**src/rtl/fetch_sequencer.sv**
```systemverilog
// fetch_sequencer: front-end of the 8-bit CPU.
// Owns PC and IR, fetches instruction bytes over a req/ack handshake,
// resolves jumps from the decoder outputs and the ALU Z/C flags, and
// issues a one-cycle execute strobe per instruction.
//
// Optional feature macro: FETCH_SEQ_SINGLE_STEP_EN
//   When defined, adds a `step` input; each instruction must be started by
//   run=1 together with step=1, and the sequencer always returns to IDLE
//   after EXEC.
module fetch_sequencer #(
  parameter int ADDR_W = 4  // legal range 4..8
) (
  input  logic              clk,
  input  logic              rst,
  input  logic              run,
`ifdef FETCH_SEQ_SINGLE_STEP_EN
  input  logic              step,
`endif
  output logic [ADDR_W-1:0] imem_addr,
  output logic              imem_req,
  input  logic              imem_ack,
  input  logic [7:0]        imem_data,
  output logic [7:0]        ir,
  output logic              ir_valid,
  input  logic              dec_jump,
  input  logic              dec_jumpz,
  input  logic              dec_jumpnz,
  input  logic              dec_jumpc,
  input  logic              dec_jumpnc,
  input  logic              flag_z,
  input  logic              flag_c,
  output logic              exec_en,
  output logic              busy
);

  localparam logic [1:0] ST_IDLE   = 2'd0;
  localparam logic [1:0] ST_FETCH  = 2'd1;
  localparam logic [1:0] ST_DECODE = 2'd2;
  localparam logic [1:0] ST_EXEC   = 2'd3;

  logic [1:0]        state_q, state_d;
  logic [ADDR_W-1:0] pc_q,    pc_d;
  logic [7:0]        ir_q,    ir_d;
  logic              take;
  logic              start;

  // Branch resolution; flags hold the previous instruction's result here.
  always_comb begin
    take = dec_jump
         | (dec_jumpz  &  flag_z)
         | (dec_jumpnz & ~flag_z)
         | (dec_jumpc  &  flag_c)
         | (dec_jumpnc & ~flag_c);
  end

`ifdef FETCH_SEQ_SINGLE_STEP_EN
  // A held step is deliberately not edge-detected: one instruction per pass.
  always_comb start = run & step;
`else
  always_comb start = run;
`endif

  // Next-state, PC and IR update logic.
  always_comb begin
    // NOTE: every always_comb output gets a default first so no path leaves
    // it unassigned; otherwise synthesis infers a latch to hold the old value.
    state_d = state_q;
    pc_d    = pc_q;
    ir_d    = ir_q;
    case (state_q)
      ST_IDLE: begin
        if (start) state_d = ST_FETCH;
      end
      ST_FETCH: begin
        // run is not consulted: an issued request always runs to its ack.
        if (imem_ack) begin
          ir_d    = imem_data;
          state_d = ST_DECODE;
        end
      end
      ST_DECODE: begin
        state_d = ST_EXEC;
      end
      ST_EXEC: begin
        // Jump target is the low nibble of IR, zero-extended to the PC width.
        pc_d = take ? ADDR_W'(ir_q[3:0]) : pc_q + ADDR_W'(1);
`ifdef FETCH_SEQ_SINGLE_STEP_EN
        state_d = ST_IDLE;
`else
        state_d = run ? ST_FETCH : ST_IDLE;
`endif
      end
      default: state_d = ST_IDLE;
    endcase
  end

  // State registers with synchronous reset taking priority over all moves.
  always_ff @(posedge clk) begin
    // NOTE: state is written with non-blocking assignments so every register
    // samples pre-edge values, independent of statement or process order.
    if (rst) begin
      state_q <= ST_IDLE;
      pc_q    <= '0;
      ir_q    <= 8'h00;
    end else begin
      state_q <= state_d;
      pc_q    <= pc_d;
      ir_q    <= ir_d;
    end
  end

  // Outputs decode directly from the registered state.
  always_comb begin
    imem_addr = pc_q;
    ir        = ir_q;
    imem_req  = (state_q == ST_FETCH);
    ir_valid  = (state_q == ST_DECODE) || (state_q == ST_EXEC);
    exec_en   = (state_q == ST_EXEC);
    busy      = (state_q != ST_IDLE);
  end

endmodule

```
**config.mk**
```make
export PLATFORM = sky130hd
export DESIGN_NAME = fetch_sequencer
export DESIGN_NICKNAME = d
export VERILOG_FILES = /design/src/rtl/fetch_sequencer.sv
export SDC_FILE = /design/constraint.sdc
export NUM_CORES = 1
export LEC_CHECK = 0
export CORE_MARGIN = 4
export CORE_UTILIZATION = 35
export DETAILED_ROUTE_END_ITERATION = 8
export PLACE_DENSITY = 0.7
export SETUP_SLACK_MARGIN = 0.3
export SLEW_MARGIN = 0
export SYNTH_ARGS = -nofsm -noshare
export SYNTH_HDL_FRONTEND = slang
export SYNTH_SLANG_ARGS = --single-unit
export TNS_END_PERCENT = 100
```
**constraint.sdc**
```tcl
create_clock -name clk -period 2.1 [get_ports clk]
set_clock_uncertainty 0.15 [all_clocks]
set_input_delay 0.42 -clock clk [delete_from_list [all_inputs] [get_ports clk]]
set_output_delay 0.42 -clock clk [all_outputs]
set_load 0.05 [all_outputs]
```
Word level (Yosys, flattened, before mapping)
Cells that the tools add are included.
{"block": "totals", "reg_bits": 14, "in_bits": 19, "elab_cells": 29}
{"block": "op_classes", "n_addsub": 1, "n_eq_ne": 5, "n_mux": 5, "bitwise": 10, "reduce_logical": 5}
{"op": "$pmux W2 S4", "count": 1}
{"op": "$add A4 B1 Y4 const B", "count": 1}
{"op": "$and A1 B1 Y1", "count": 4}
{"op": "$eq A2 B2 Y1 const B", "count": 2}
{"op": "$mux W2", "count": 2}
{"op": "$mux W4", "count": 1}
{"op": "$or A1 B1 Y1", "count": 4}
{"op": "$reduce_and A2 Y1", "count": 2}
{"op": "$eq A2 B1 Y1 const B", "count": 1}
{"op": "$logic_not A2 Y1", "count": 1}
{"op": "$ne A2 B1 Y1 const B", "count": 1}
{"op": "$ne A2 B2 Y1 const B", "count": 1}
{"op": "$not A1 Y1", "count": 2}
{"op": "$reduce_bool A2 Y1", "count": 1}
{"op": "$logic_or A1 B1 Y1", "count": 1}
{"op": "$mux W1", "count": 1}

Logic depth before layout (Yosys ltp)
Gate-level depths: netlist of the first run.
{"block": "depth", "ltp_word": 6, "mapped_depth": 6}

Worst setup path before layout of the first run
Ideal clock, no wire load.
{"block": "synth_path", "path_type": "register to output", "from": "register state_q[1]", "to": "output port ir_valid", "t_arrival_ns": 1.480, "required_time_ns": 1.530, "slack_ns": 0.050, "path_stages_with_launch": 4, "n_path_buf": 1, "cell_sequence": "dfxtp_1 ha_1 clkbuf_1 or2_2"}
{"block": "synth_via", "elab_chain_cells": 2, "word_cells_on_any_way": 3, "classes_between": "eq/ne: 2; reduce/logical: 1"}
{"element": "from (decl)", "line": "41", "source": "logic [1:0] state_q, state_d;"}
{"element": "from (signal assigned)", "line": "106", "source": "state_q <= state_d;"}
{"element": "$eq A2 B2 Y1"}
{"element": "named net exec_en", "line": "32", "source": "output logic exec_en,"}
{"element": "$logic_or A1 B1 Y1", "line": "117", "source": "ir_valid = (state_q == ST_DECODE) || (state_q == ST_EXEC);"}
{"element": "to (decl)", "line": "24", "source": "output logic ir_valid,"}
The timed path passes the listed nets, and every way through them passes these cells.

Worst setup path after layout of the first run
{"block": "layout_path", "from": "register state_q[1]", "to": "output port imem_req"}
{"block": "layout_via", "elab_chain_cells": 1}
{"element": "$eq A2 B1 Y1", "line": "116", "source": "imem_req = (state_q == ST_FETCH);"}
{"element": "to (decl)", "line": "20", "source": "output logic imem_req,"}
No other way between the ends.

==> impl_results.md, run 1 <==
- Nets@finish: 147
- Crit path launch type: register
- Root Driver: clkbuf_4
- Mapped Cells: 83
- Area grow syn2layout: 69.18%
- Hpwl dp: about 1400 um
- Cts bufs inserted: 3
- CTS tree: done
- Remaining antenna violation count: 0
- Fin area: 0.001236 mm2
- Placer Congestion: 0.7281
- Worst setup path start: state_q[1]
- Critical Path Fanout Max: 11
- YS warnings: 0
- Clock sink count: 14
- Average size of a mapped cell: 8.804 um2
- Crit end category: output pin
- RSZ-0062 raised after global routing: true
- Bufs on Longest Clock Path: 2
- Simple-Gate Fraction of Synth Area: 0.2226
- Global-route usage over all layers: 0.1386
- Most frequent cells in the layout: 16 x clkdlybuf4s50_1, 12 x dfxtp_1, 10 x nand3_1
- Fillcell total: 180
- Hold Startpoint: ir[4]
- Core Rows: 16
- Hold crit path type: register to register
- Worst VDD drop: around 0.76 mV
- Pin count of the biggest net entering global routing: 16
- Worst-Skew Late Latency: 280 ps
- Buffers added on ports: 34
- Seq/Total Area, Yosys: 0.3836
- Hold violation count in the final report: 0
- Setup Total Neg Slack: 0 ps
- Slew Limit Fails: 0
- Max Fclk: about 0.55 GHz
- Final wirelength: 1823 um
- DIE AREA: 0.002883 mm2
- # IOs: 35
- Clk slew on worst S/H paths: ~90 ps
- Starting Density: 0.3687
- Wire per inst: 12.32 um
- Layout cells sized above 1: 0.2645
- DP Area: 0.001142 mm2
- Mapped Area: 730.7 um2
- Initial DRC count: 15
- Initial antenna violation count: 0
- Minimum clock period: 1826 ps
- # diodes: 0
- Post-cts hold buffer count: 0
- Post-synthesis xor/xnor area fraction: 0
- Global-route wire length before repair: 2973 um
- Die Span Y: 53.69 um
- Worst slew pin tran: 503.3 ps
- Synthesis-stage register bit count: 14
- R2r startpoint: state_q[1]
- Max_cap viols: 0
- Power per cell area: 1155 mW/mm2
- Critical Setup Path Class: register to output pin
- Vias in the first global route: 671
- Final period util: 0.8695
- Final setup fails: 0
- Outcome: finished, final reports clean
- Synth Area in Compound Gates: 0.1575
- Drt pass-1 iters: 4
- # DRC: 0
- Via density: 4.919
- Vias post-DR: 728
- Syn nets: 108
- Core Area: 0.001982 mm2
- Post-synth cell types: 26
- Die X-Extent: 53.69 um
- Congestion Overflow GR: 0
- Post-synthesis mux area share: 0.09075
- Crit path required time: between 1500 and 2000 ps
- Critical path arrival: approximately 1300 ps
- Pleak: 0.4946 nW
- Slew headroom: 0.6658
- Most common cell after layout, fill and taps aside: clkdlybuf4s50_1
- H-tree depth: 1
- Largest family of logic cells by synthesized area: simple AND/OR/NAND/NOR gates
- Synth Area in Adders: 0.1027
-- cells in the mapped netlist --
cell type,number,area (um2)
a31oi_1,2,12.51
nor3_4,1,16.27
a2bb2oi_1,1,8.760
a21oi_1,8,40.04
a211oi_2,1,12.51
mux2_4,1,15.01
nand3b_1,1,7.510
nor2b_1,3,18.77
mux2i_1,4,40.04
ha_1,6,75.07
o22ai_1,1,6.260
o21ai_0,2,10.01
a211oi_1,1,7.510
nand3_1,10,50.05
mux2_2,1,11.26
buf_2,1,5.000
nand2b_1,2,12.51
nor2_1,3,11.26
inv_1,4,15.01
a221oi_1,1,8.760
nand2_1,9,33.78
o2bb2ai_1,1,8.760
or3_1,1,6.260
clkbuf_1,3,11.26
dfxtp_1,14,280.3
or2_2,1,6.260
-- where the power goes --
part / internal [mW] / leakage [nW] / total (mW) / switching [mW]
Clock: 0.105 / 0.0210 / 0.192 / 0.0866
Sequential: 0.323 / 0.115 / 0.386 / 0.0625
Combinational: 0.375 / 0.359 / 0.850 / 0.475
-- flip-flops by register name, summed over array words and instances, names as in the netlist --
name       count
state_q        2
imem_addr      4
ir             8
-- repair_timing --
action / CTS / global route
setup buffers: 2 / 0
pin swaps: 3 / 3
resized for setup: 19 / 9
setup endpoints to repair: 13 / 10
-- metal layers --
metal / GRT usage / vias to the layer above / share of wire
met1: 0.1743 / 327 / 0.46
li1: - / 368 / -
met3: 0.05817 / 0 / 0.12
met5: 0 / - / 0
met4: 0.03830 / 0 / 0
met2: 0.2157 / 33 / 0.42
-- through the flow --
step	power, mW	setup WS [ps]	cells	hold WS, ps	util
after floorplan	0.8503	333.9	83	334.6	-
after global placement	1.147	-12.18	142	293.1	0.5764
after detailed placement	1.162	-26.40	142	299.4	0.5764
after CTS	1.403	257.5	148	311.9	0.6155
after global routing	1.514	221.3	148	346.1	0.6237
final	1.428	274.1	148	312.5	0.6237
-- worst paths after layout --
check          endpoint  slack (ps)  cells after the start
max            imem_req         270                      3
min               ir[4]         310                      2
max reg2reg  state_q[0]         470                      5
min reg2reg       ir[4]         310                      2
-- worst max-delay path, cell delays in order, from the launching register on --
cell and delay [ps]:
dfxtp_4 380, inv_2 90, ha_2 330, buf_12 180
-- logic make-up (layout without fill, tap and decap cells) --
| group | count (synthesis) | in the layout |
|---|---|---|
| AOI/OAI and AO/OA | 18 | 18 |
| adders and majority gates | 6 | 6 |
| buffers and inverters | 8 | 46 |
| DFF | 14 | 14 |
| muxes | 6 | 6 |
| and+or+nand+nor | 31 | 31 |
-- area by class of cell --
class / count / area, um2 / share of cell area
clock buffers: 4 / 36.28 / 0.02935
inverters: 4 / 23.77 / 0.01923
flip-flops and latches: 14 / 287.8 / 0.2328
well taps: 27 / 33.78 / 0.02733
repair buffers: 38 / 389.1 / 0.3148
multi-input cells: 61 / 465.4 / 0.3765
(Power assumes the default switching activity.)
==> inputs of run 2 (changes only) <==
--- a/config.mk
+++ b/config.mk
@@ -8,7 +8,7 @@
 export CORE_MARGIN = 4
 export CORE_UTILIZATION = 35
 export DETAILED_ROUTE_END_ITERATION = 8
-export PLACE_DENSITY = 0.7
+export PLACE_DENSITY_LB_ADDON = 0.12
 export SETUP_SLACK_MARGIN = 0.3
 export SLEW_MARGIN = 0
 export SYNTH_ARGS = -nofsm -noshare
==> run 2 against run 1 <==
Critical path type unchanged. Critical endpoint is now ir_valid. Register-to-register slack gained 80 ps. Largest power group unchanged. Sequential cell count stayed put. Count of clock-buffer cells in the layout down 1. Routed wire length grew 6.5%. Maximum frequency fell by 0.49%. Setup slack worse by 9.0 ps.
==> impl_results.md, run 2 (synthesized netlist as in run 1, its figures left out) <==
- Worst slew pin tran: 495.8 ps (-7.526 ps)
- Power per cell area: 1127 mW/mm2 (-2.4%)
- Wire per inst: 13.20 um (+7.2%)
- Congestion Overflow GR: 0 (unchanged)
- Clock sink count: 14 (unchanged)
- Post-place setup slack: -37.76 ps (-11.37 ps)
- RSZ-0062 raised after global routing: true
- Largest register FFs: 8 (unchanged)
- Initial antenna violation count: 0 (unchanged)
- Placer Congestion: 0.7058 (-3.1%)
- Pleak: 0.4916 nW (-0.60%)
- Global-route usage over all layers: 0.1388 (+0.0001767)
- Worst path slowest cell: dfxtp_4
- Minimum clock period: 1835 ps (+8.995 ps)
- # DRC: 0 (unchanged)
- Slew Limit Fails: 0 (unchanged)
- Bufs on Longest Clock Path: 2 (unchanged)
- Core Rows: 16 (unchanged)
- Root Driver: clkbuf_4
- DIE AREA: 0.002883 mm2 (unchanged)
- Max_cap viols: 0 (unchanged)
- Final period util: 0.8737 (+0.004283)
- Hpwl dp: 1399 um (+2.1%)
- Die Span Y: 53.69 um (unchanged)
- Critical path arrival: 1260 ps (about the same)
- Post-cts hold buffer count: 0 (unchanged)
- Nets@finish: 147 (unchanged)
- Most common cell after layout, fill and taps aside: clkdlybuf4s50_1
- # diodes: 0 (unchanged)
- Worst path max stage delay: 390 ps (about the same)
- Vias in the first global route: 671 (unchanged)
- Critical Setup Path Class: register to output pin
- Final wirelength: 1941 um (+6.5%)
- Pin count of the biggest net entering global routing: 12 (-4)
- H-tree depth: 1 (unchanged)
- Worst VDD drop: 0.9981 mV (+31%)
- Global-route wire length before repair: 2877 um (-3.2%)
- Fin area: 0.001222 mm2 (-1.1%)
- Hold violation count in the final report: 0 (unchanged)
- Hold crit path type: register to register
- Critical Path Fanout Max: 5 (-6)
- Cts bufs inserted: 3 (unchanged)
- Most frequent cells in the layout: 16 x clkdlybuf4s50_1, 12 x dfxtp_1, 10 x nand3_1
- Buffers added on ports: 34 (unchanged)
- Worst-Skew Late Latency: 270 ps (about the same)
- Layout cells sized above 1: 0.2667 (+0.002204)
- Crit path launch type: register
- CTS tree: done
- Crit end category: output pin
- Clk slew on worst S/H paths: 80 ps (about the same)
- Initial DRC count: 11 (-4)
- Crit path required time: 1530 ps (about the same)
- Remaining antenna violation count: 0 (unchanged)
- Final setup fails: 0 (unchanged)
- Slew headroom: 0.6708 (+0.004998)
- Drt pass-1 iters: 3 (-1)
- Die X-Extent: 53.69 um (unchanged)
- Area grow syn2layout: 67.29%
- Starting Density: 0.3687 (unchanged)
- Via density: 5.007 (+1.8%)
- Core Area: 0.001982 mm2 (unchanged)
- CP Cell Sequence: inv_4 -> ha_2 -> or2_4 -> buf_12
- Vias post-DR: 736 (+1.1%)
- # IOs: 35 (unchanged)
- DP Area: 0.001142 mm2 (unchanged)
- Final setup margin: 265.1 ps (-8.995 ps)
- Max Fclk: 0.5450 GHz (-0.49%)
- Outcome: finished, final reports clean
run 2: final cells by class:
cell class / instances / area, um2
inverter: 4 / 21.27
clock buffer: 3 / 22.52
multi-input combinational: 61 / 466.7
tap: 27 / 33.78
sequential: 14 / 285.3
timing repair buffer: 38 / 392.9
fill: 178 / 759.5
run 2: what timing repair did:
| action | 4_1_cts | 5_1_grt |
|---|---|---|
| resized for setup | 17 | 8 |
| gates cloned | 0 | 0 |
| pin swaps | 2 | 3 |
| setup buffers | 0 | 2 |
| setup endpoints to repair | 14 | 8 |
run 2: worst max-delay path: cells and delay by family (launching register included):
| family | cells | cell delay (ps) |
|---|---|---|
| DFF | 1 | 390 |
| and+or+nand+nor | 1 | 230 |
| buffers and inverters | 2 | 210 |
| adders and majority gates | 1 | 170 |
run 2: power breakdown:
part           internal [mW]  total, mW  switching [mW]
clock                 0.0664      0.146          0.0797
sequential             0.319      0.377          0.0574
combinational          0.373      0.855           0.482
total                  0.759       1.38           0.619
run 2: layer usage:
layer	vias up	part of all wire	track usage
met2	20	0.51	0.2258
met4	0	0.0036	0.05106
met1	343	0.41	0.1611
met3	2	0.071	0.05817
met5	-	0	0
li1	371	-	-
run 2: path summary, 6_finish.rpt:
check	from	endpoint	slack, ps	cells after the start
worst max-delay path	state_q[0]	ir_valid	270	4
worst max register to register	state_q[1]	state_q[0]	550	5
worst min-delay path	ir[5]	ir[5]	310	2
worst min register to register	ir[5]	ir[5]	310	2
run 2: stage by stage:
| stage | setup TNS [ps] | hold slack, ps | instances | utilization | power [mW] |
|---|---|---|---|---|---|
| final | 0 | 310.1 | 147 | 0.6168 | 1.378 |
| after global routing | 0 | 334.1 | 147 | 0.6168 | 1.468 |
| after CTS | 0 | 311.9 | 145 | 0.5947 | 1.336 |
| after detailed placement | -76.11 | 300.4 | 142 | 0.5764 | 1.165 |
| after global placement | -25.77 | 292.0 | 142 | 0.5764 | 1.156 |
| after floorplan | 0 | 334.6 | 83 | - | 0.8503 |
